<file path="src/rtl/uart_frame_ctrl.sv">
// uart_frame_ctrl: sequences uart_rx byte strobes into header/cmd/len/payload/checksum frames
//   sys_clk      in   system clock, rising edge
//   sys_rst_n    in   synchronous active-low reset
//   pi_data[7:0] in   received byte, qualified by pi_flag
//   pi_flag      in   one-cycle received-byte strobe
//   frame_ack    in   consumer accepts the held frame
//   wr_en        out  payload buffer write strobe
//   wr_addr[3:0] out  payload index
//   wr_data[7:0] out  payload byte
//   frame_cmd    out  command byte of the frame
//   frame_len    out  payload length, 0..16
//   frame_valid  out  validated frame held until frame_ack
//   frame_err    out  one-cycle error pulse
//   err_code     out  last error: 01 checksum, 10 length, 11 timeout
//   drop_flag    out  one-cycle pulse for a byte discarded while holding
//   busy         out  high whenever the controller is not idle
module uart_frame_ctrl #(
   parameter int         CLK_FREQ      = 50_000_000,
   parameter int         UART_BPS      = 9600,
   parameter logic [7:0] HEADER        = 8'h55,
   parameter int         MAX_LEN       = 16,
   parameter int         TIMEOUT_BYTES = 3
) (
   input  logic       sys_clk,
   input  logic       sys_rst_n,
   input  logic [7:0] pi_data,
   input  logic       pi_flag,
   input  logic       frame_ack,
   output logic       wr_en,
   output logic [3:0] wr_addr,
   output logic [7:0] wr_data,
   output logic [7:0] frame_cmd,
   output logic [4:0] frame_len,
   output logic       frame_valid,
   output logic       frame_err,
   output logic [1:0] err_code,
   output logic       drop_flag,
   output logic       busy
);
   localparam int TIMEOUT_CNT = (CLK_FREQ / UART_BPS) * 10 * TIMEOUT_BYTES;
   localparam int CNT_W = $clog2(TIMEOUT_CNT);
   localparam logic [CNT_W-1:0] CNT_LAST = CNT_W'(TIMEOUT_CNT - 1);
   localparam logic [7:0] LEN_MAX = 8'(MAX_LEN);
   typedef enum logic [2:0] {IDLE, CMD, LEN, PAYLOAD, CHK, HOLD} state_t;
   state_t           state, state_nxt;
   logic [7:0]       sum, sum_nxt;
   logic [3:0]       idx, idx_nxt;
   logic [CNT_W-1:0] to_cnt, to_cnt_nxt;
   logic             active, timeout;
   logic             wr_en_nxt, frame_valid_nxt, frame_err_nxt, drop_flag_nxt;
   logic [3:0]       wr_addr_nxt;
   logic [7:0]       wr_data_nxt, frame_cmd_nxt;
   logic [4:0]       frame_len_nxt;
   logic [1:0]       err_code_nxt;
   always_comb begin
      active          = (state == CMD) || (state == LEN) || (state == PAYLOAD) || (state == CHK);
      // a byte arriving on the threshold cycle beats the timeout
      timeout         = active && !pi_flag && (to_cnt == CNT_LAST);
      to_cnt_nxt      = (active && !pi_flag && !timeout) ? to_cnt + CNT_W'(1) : '0;
      state_nxt       = state;
      sum_nxt         = sum;
      idx_nxt         = idx;
      wr_en_nxt       = 1'b0;
      wr_addr_nxt     = wr_addr;
      wr_data_nxt     = wr_data;
      frame_cmd_nxt   = frame_cmd;
      frame_len_nxt   = frame_len;
      frame_valid_nxt = frame_valid;
      frame_err_nxt   = 1'b0;
      err_code_nxt    = err_code;
      drop_flag_nxt   = 1'b0;
      if (timeout) begin
         state_nxt     = IDLE;
         frame_err_nxt = 1'b1;
         err_code_nxt  = 2'b11;
      end else begin
         case (state)
            IDLE: if (pi_flag && pi_data == HEADER) state_nxt = CMD;
            CMD: if (pi_flag) begin
               frame_cmd_nxt = pi_data;
               sum_nxt       = pi_data;
               state_nxt     = LEN;
            end
            LEN: if (pi_flag) begin
               if (pi_data > LEN_MAX) begin
                  frame_err_nxt = 1'b1;
                  err_code_nxt  = 2'b10;
                  state_nxt     = IDLE;
               end else begin
                  frame_len_nxt = pi_data[4:0];
                  sum_nxt       = sum + pi_data;
                  idx_nxt       = 4'd0;
                  state_nxt     = (pi_data == 8'd0) ? CHK : PAYLOAD;
               end
            end
            PAYLOAD: if (pi_flag) begin
               wr_en_nxt   = 1'b1;
               wr_addr_nxt = idx;
               wr_data_nxt = pi_data;
               sum_nxt     = sum + pi_data;
               // idx wraps to 0 after a 16-byte payload, harmless since we leave PAYLOAD
               idx_nxt     = idx + 4'd1;
               if ({1'b0, idx} == frame_len - 5'd1) state_nxt = CHK;
            end
            CHK: if (pi_flag) begin
               if (pi_data == sum) begin
                  frame_valid_nxt = 1'b1;
                  state_nxt       = HOLD;
               end else begin
                  frame_err_nxt = 1'b1;
                  err_code_nxt  = 2'b01;
                  state_nxt     = IDLE;
               end
            end
            HOLD: begin
               drop_flag_nxt = pi_flag;
               if (frame_ack) begin
                  frame_valid_nxt = 1'b0;
                  state_nxt       = IDLE;
               end
            end
            default: state_nxt = IDLE;
         endcase
      end
   end
   always_ff @(posedge sys_clk) begin
      if (!sys_rst_n) begin
         state       <= IDLE;
         sum         <= '0;
         idx         <= '0;
         to_cnt      <= '0;
         wr_en       <= 1'b0;
         wr_addr     <= '0;
         wr_data     <= '0;
         frame_cmd   <= '0;
         frame_len   <= '0;
         frame_valid <= 1'b0;
         frame_err   <= 1'b0;
         err_code    <= '0;
         drop_flag   <= 1'b0;
         busy        <= 1'b0;
      end else begin
         state       <= state_nxt;
         sum         <= sum_nxt;
         idx         <= idx_nxt;
         to_cnt      <= to_cnt_nxt;
         wr_en       <= wr_en_nxt;
         wr_addr     <= wr_addr_nxt;
         wr_data     <= wr_data_nxt;
         frame_cmd   <= frame_cmd_nxt;
         frame_len   <= frame_len_nxt;
         frame_valid <= frame_valid_nxt;
         frame_err   <= frame_err_nxt;
         err_code    <= err_code_nxt;
         drop_flag   <= drop_flag_nxt;
         busy        <= (state_nxt != IDLE);
      end
   end
endmodule

</file>
<file path="config.mk">
export PLATFORM = sky130hd
export DESIGN_NAME = uart_frame_ctrl
export DESIGN_NICKNAME = d
export VERILOG_FILES = /design/src/rtl/uart_frame_ctrl.sv
export SDC_FILE = /design/constraint.sdc
export NUM_CORES = 1
export LEC_CHECK = 0
export CORE_MARGIN = 4
export CORE_UTILIZATION = 59
export CTS_CLUSTER_SIZE = 30
export DETAILED_ROUTE_END_ITERATION = 7
export PLACE_DENSITY = 0.85
export SYNTH_ARGS = -nofsm -noshare
export SYNTH_HDL_FRONTEND = slang
export SYNTH_SLANG_ARGS = --single-unit
export TNS_END_PERCENT = 50
</file>
<file path="constraint.sdc">
create_clock -name sys_clk -period 3.5 [get_ports sys_clk]
set_input_delay 1.05 -clock sys_clk [delete_from_list [all_inputs] [get_ports sys_clk]]
set_output_delay 1.05 -clock sys_clk [all_outputs]
set_load 0.1 [all_outputs]
</file>
==> results.md <==
- Status: finished, final reports clean
- Setup Viol. Count Final: 0
- Mapped Area: 3260 sq um
- Count leader, synth: dfxtp_1
- Final ANT Viol Nets: 0
- Total Routed Length: 8.10 mm
- Clk root buf: clkbuf_8
- Share of the synthesized area in the top cell type: 39.9%
- DR WL/cell: 15.6 um
- Critical path type: primary input to register
- Post-synthesis adder-cell area fraction: 4.45%
- Max Freq: 0.321 GHz
- Fill count: 389
- VDD IR max: 0.328 mV
- First-pass GRT wire length: 13.5 mm
- Total global-route track usage: 26.1%
- Compound-Gate Fraction of Synth Area: 16.1%
- Placer Congestion: 0.964
- # nets final: 468
- Clock latency on the worst-skew pair: 0.34 ns
- Die Span X: 82.3 um
- Multi-input logic area: 1850 sq um
- Leakage: 1.50 nW
- Largest net degree at the start of global routing: 32
- Worst setup EP type: register
- Max Root-Sink Buffers: 2
- Vias: 3001
- Power Dens Cells: 369 nW/um^2
- Die Area: 6770 sq um
- HP Class: register to register
- TNS Setup: 0 ns
- # clock sinks: 65
- Tightest Pin Transition: 0.597 ns
- Share of post-route cells with drive strength above 1: 17.3%
- Crit start category: primary input
- H-tree Lvls: 3
- Register bit total from synthesis: 65
- Post-layout util: 75.6%
- Vias in the first global route: 2971
- Post-layout min period: 3.12 ns
- Setup bufs post-CTS: 0
- Clock slew at reported path FFs: 0.07 ns
- Synth area leaders: dfxtp_1 40%, nand2_1 7.3%, a21oi_1 4.8%
- Via density: 5.77
- XOR/XNOR Fraction of Synth Area: 6.72%
- EDFF count, synth: 0
- Rows: 26
- Area growth syn-to-layout: 21.5%
- Largest family of logic cells by synthesized area: simple AND/OR/NAND/NOR gates
- R2r setup slk: 1.22 ns
- Post-cts resize count: 0
- CP Data Arrival Time: 3.34 ns
- Initial DRC Count: 235
- Syn Inst Count: 391
- Synth cell types: 60
- Most common library cells after synthesis: 65 x dfxtp_1, 63 x nand2_1, 41 x nor2_1
- Min setup slack post-route: 0.384 ns
- Synth async-reset ratio: 0%
- Critical Path Fanout Max: 8
- Worst path max stage delay: 0.66 ns
- Largest area contributor in the netlist: dfxtp_1
- Die Ht: 82.3 um
- Layout Skew: 0.00734 ns
- First-pass DRT Iterations: 5
- Reg area: 1300 sq um
- Unrepaired setup endpoints after global routing: false
- Fin. max-slew vios: 0
- Synthesis Warnings: 0
- Buf/Inv on CP: 2
- Net Count, Synth: 414
- Dpl hpwl: 5.67 mm
- Final worst path period share: 89.0%
- Core Footprint: 5240 sq um
- ANT cells: 0
- Multiplexer share of the synthesized area: 2.46%
- Top cell family by delay on the critical path: buffers and inverters
- Seq/Total Area, Yosys: 39.9%
- Initial antenna violation count: 0
- CP max-delay cell: clkdlybuf4s50_1
- Relative slew slack: 60.1%
- Crit-path cells: clkdlybuf4s50_1 > ha_1 > inv_1 > fa_1 > nor2b_1 > o21a_1 > o21ai_1 > nor3b_1 > o21ai_0 > a31oi_1
- Initial core utilization: 62.2%
- Total CTS buffers: 9
- Ys flop type: dfxtp_1
- I/O pin cnt: 44
- Max-cap viol count: 0
- WP data required: 3.72 ns
- DRC: 0
- IO buf count: 43
- CTS tree: yes
- Setup Slack @ Placement: 0.0680 ns
- Simple-gate share of the synthesized area: 27.1%
- Post-CTS Hold Buffers: 0
- Hold Vio Cnt, Final: 0
- Global route overflow: 0
- Mean Syn Cell Area: 8.33 sq um
path summary, 6_finish.rpt:
path	from	endpoint	depth (start not counted)
setup / recovery	pi_data[0]	sum[6]	10
hold / removal	frame_cmd[6]	frame_cmd[6]	2
setup reg to reg	state[1]	idx[3]	6
hold reg to reg	frame_cmd[6]	frame_cmd[6]	2
final cells by class:
cell class	instances	area share (%)
clock buffers	10	3.48
clock inverters	6	1.71
inverters	12	1.14
multi-input cells	298	46.7
flip-flops and latches	65	32.9
well taps	70	2.21
repair buffers	59	11.9
cell usage in the layout (no fill, tap or decap), types with 6 or more instances in the layout:
master / n
a21oi_1: 31
buf_4: 48
mux2i_1: 8
ha_1: 10
nor2_1: 41
xor2_1: 11
nor3_1: 10
nand3_1: 16
clkbuf_8: 10
nand2_1: 63
xnor2_1: 14
clkdlybuf4s50_1: 11
a31oi_1: 6
inv_1: 10
dfxtp_1: 65
o21ai_1: 9
metal layers:
metal / vias to the layer above / wire, um / global-route usage [%]
met5: - / 0 / 0
met4: 0 / 294 / 16.6
met3: 28 / 448 / 5.21
met2: 93 / 3960 / 43.3
met1: 1399 / 3400 / 30.5
li1: 1481 / - / -
worst min-delay path, cell delays in order (launching register included):
cell and delay [ns]:
dfxtp_1 0.31, nand2_1 0.05, a21oi_1 0.05
through the flow:
stage / instances / hold slack (ns) / area (sq um) / power (mW)
floorplan: 391 / 0.426 / 3260 / 0.789
global placement: 504 / 0.443 / 3750 / 0.826
detailed placement: 504 / 0.449 / 3750 / 0.828
CTS: 520 / 0.459 / 3960 / 1.47
global route: 520 / 0.483 / 3960 / 1.51
finish: 520 / 0.455 / 3960 / 1.46
state kept, by name (all words and copies together), names as in the netlist, 2 cells and up:
register / cells
to_cnt: 18
frame_cmd: 8
sum: 8
wr_data: 8
frame_len: 5
idx: 4
wr_addr: 4
state: 3
err_code: 2
kinds of logic (layout without fill, tap and decap cells):
logic type	count (synthesis)	count (layout)
and+or+nand+nor	175	175
xor gates and xnor gates	25	25
AOI/OAI and AO/OA	79	79
muxes	8	8
buffers and inverters	28	87
DFF	65	65
adders and majority gates	11	11
power by group:
part / switching, mW / leakage, nW / internal, mW
Sequential: 0.000221 / 0.523 / 0.739
Clock: 0.298 / 0.0985 / 0.349
Combinational: 0.0427 / 0.875 / 0.0295
Note: power is estimated with default switching activity, not from simulation.
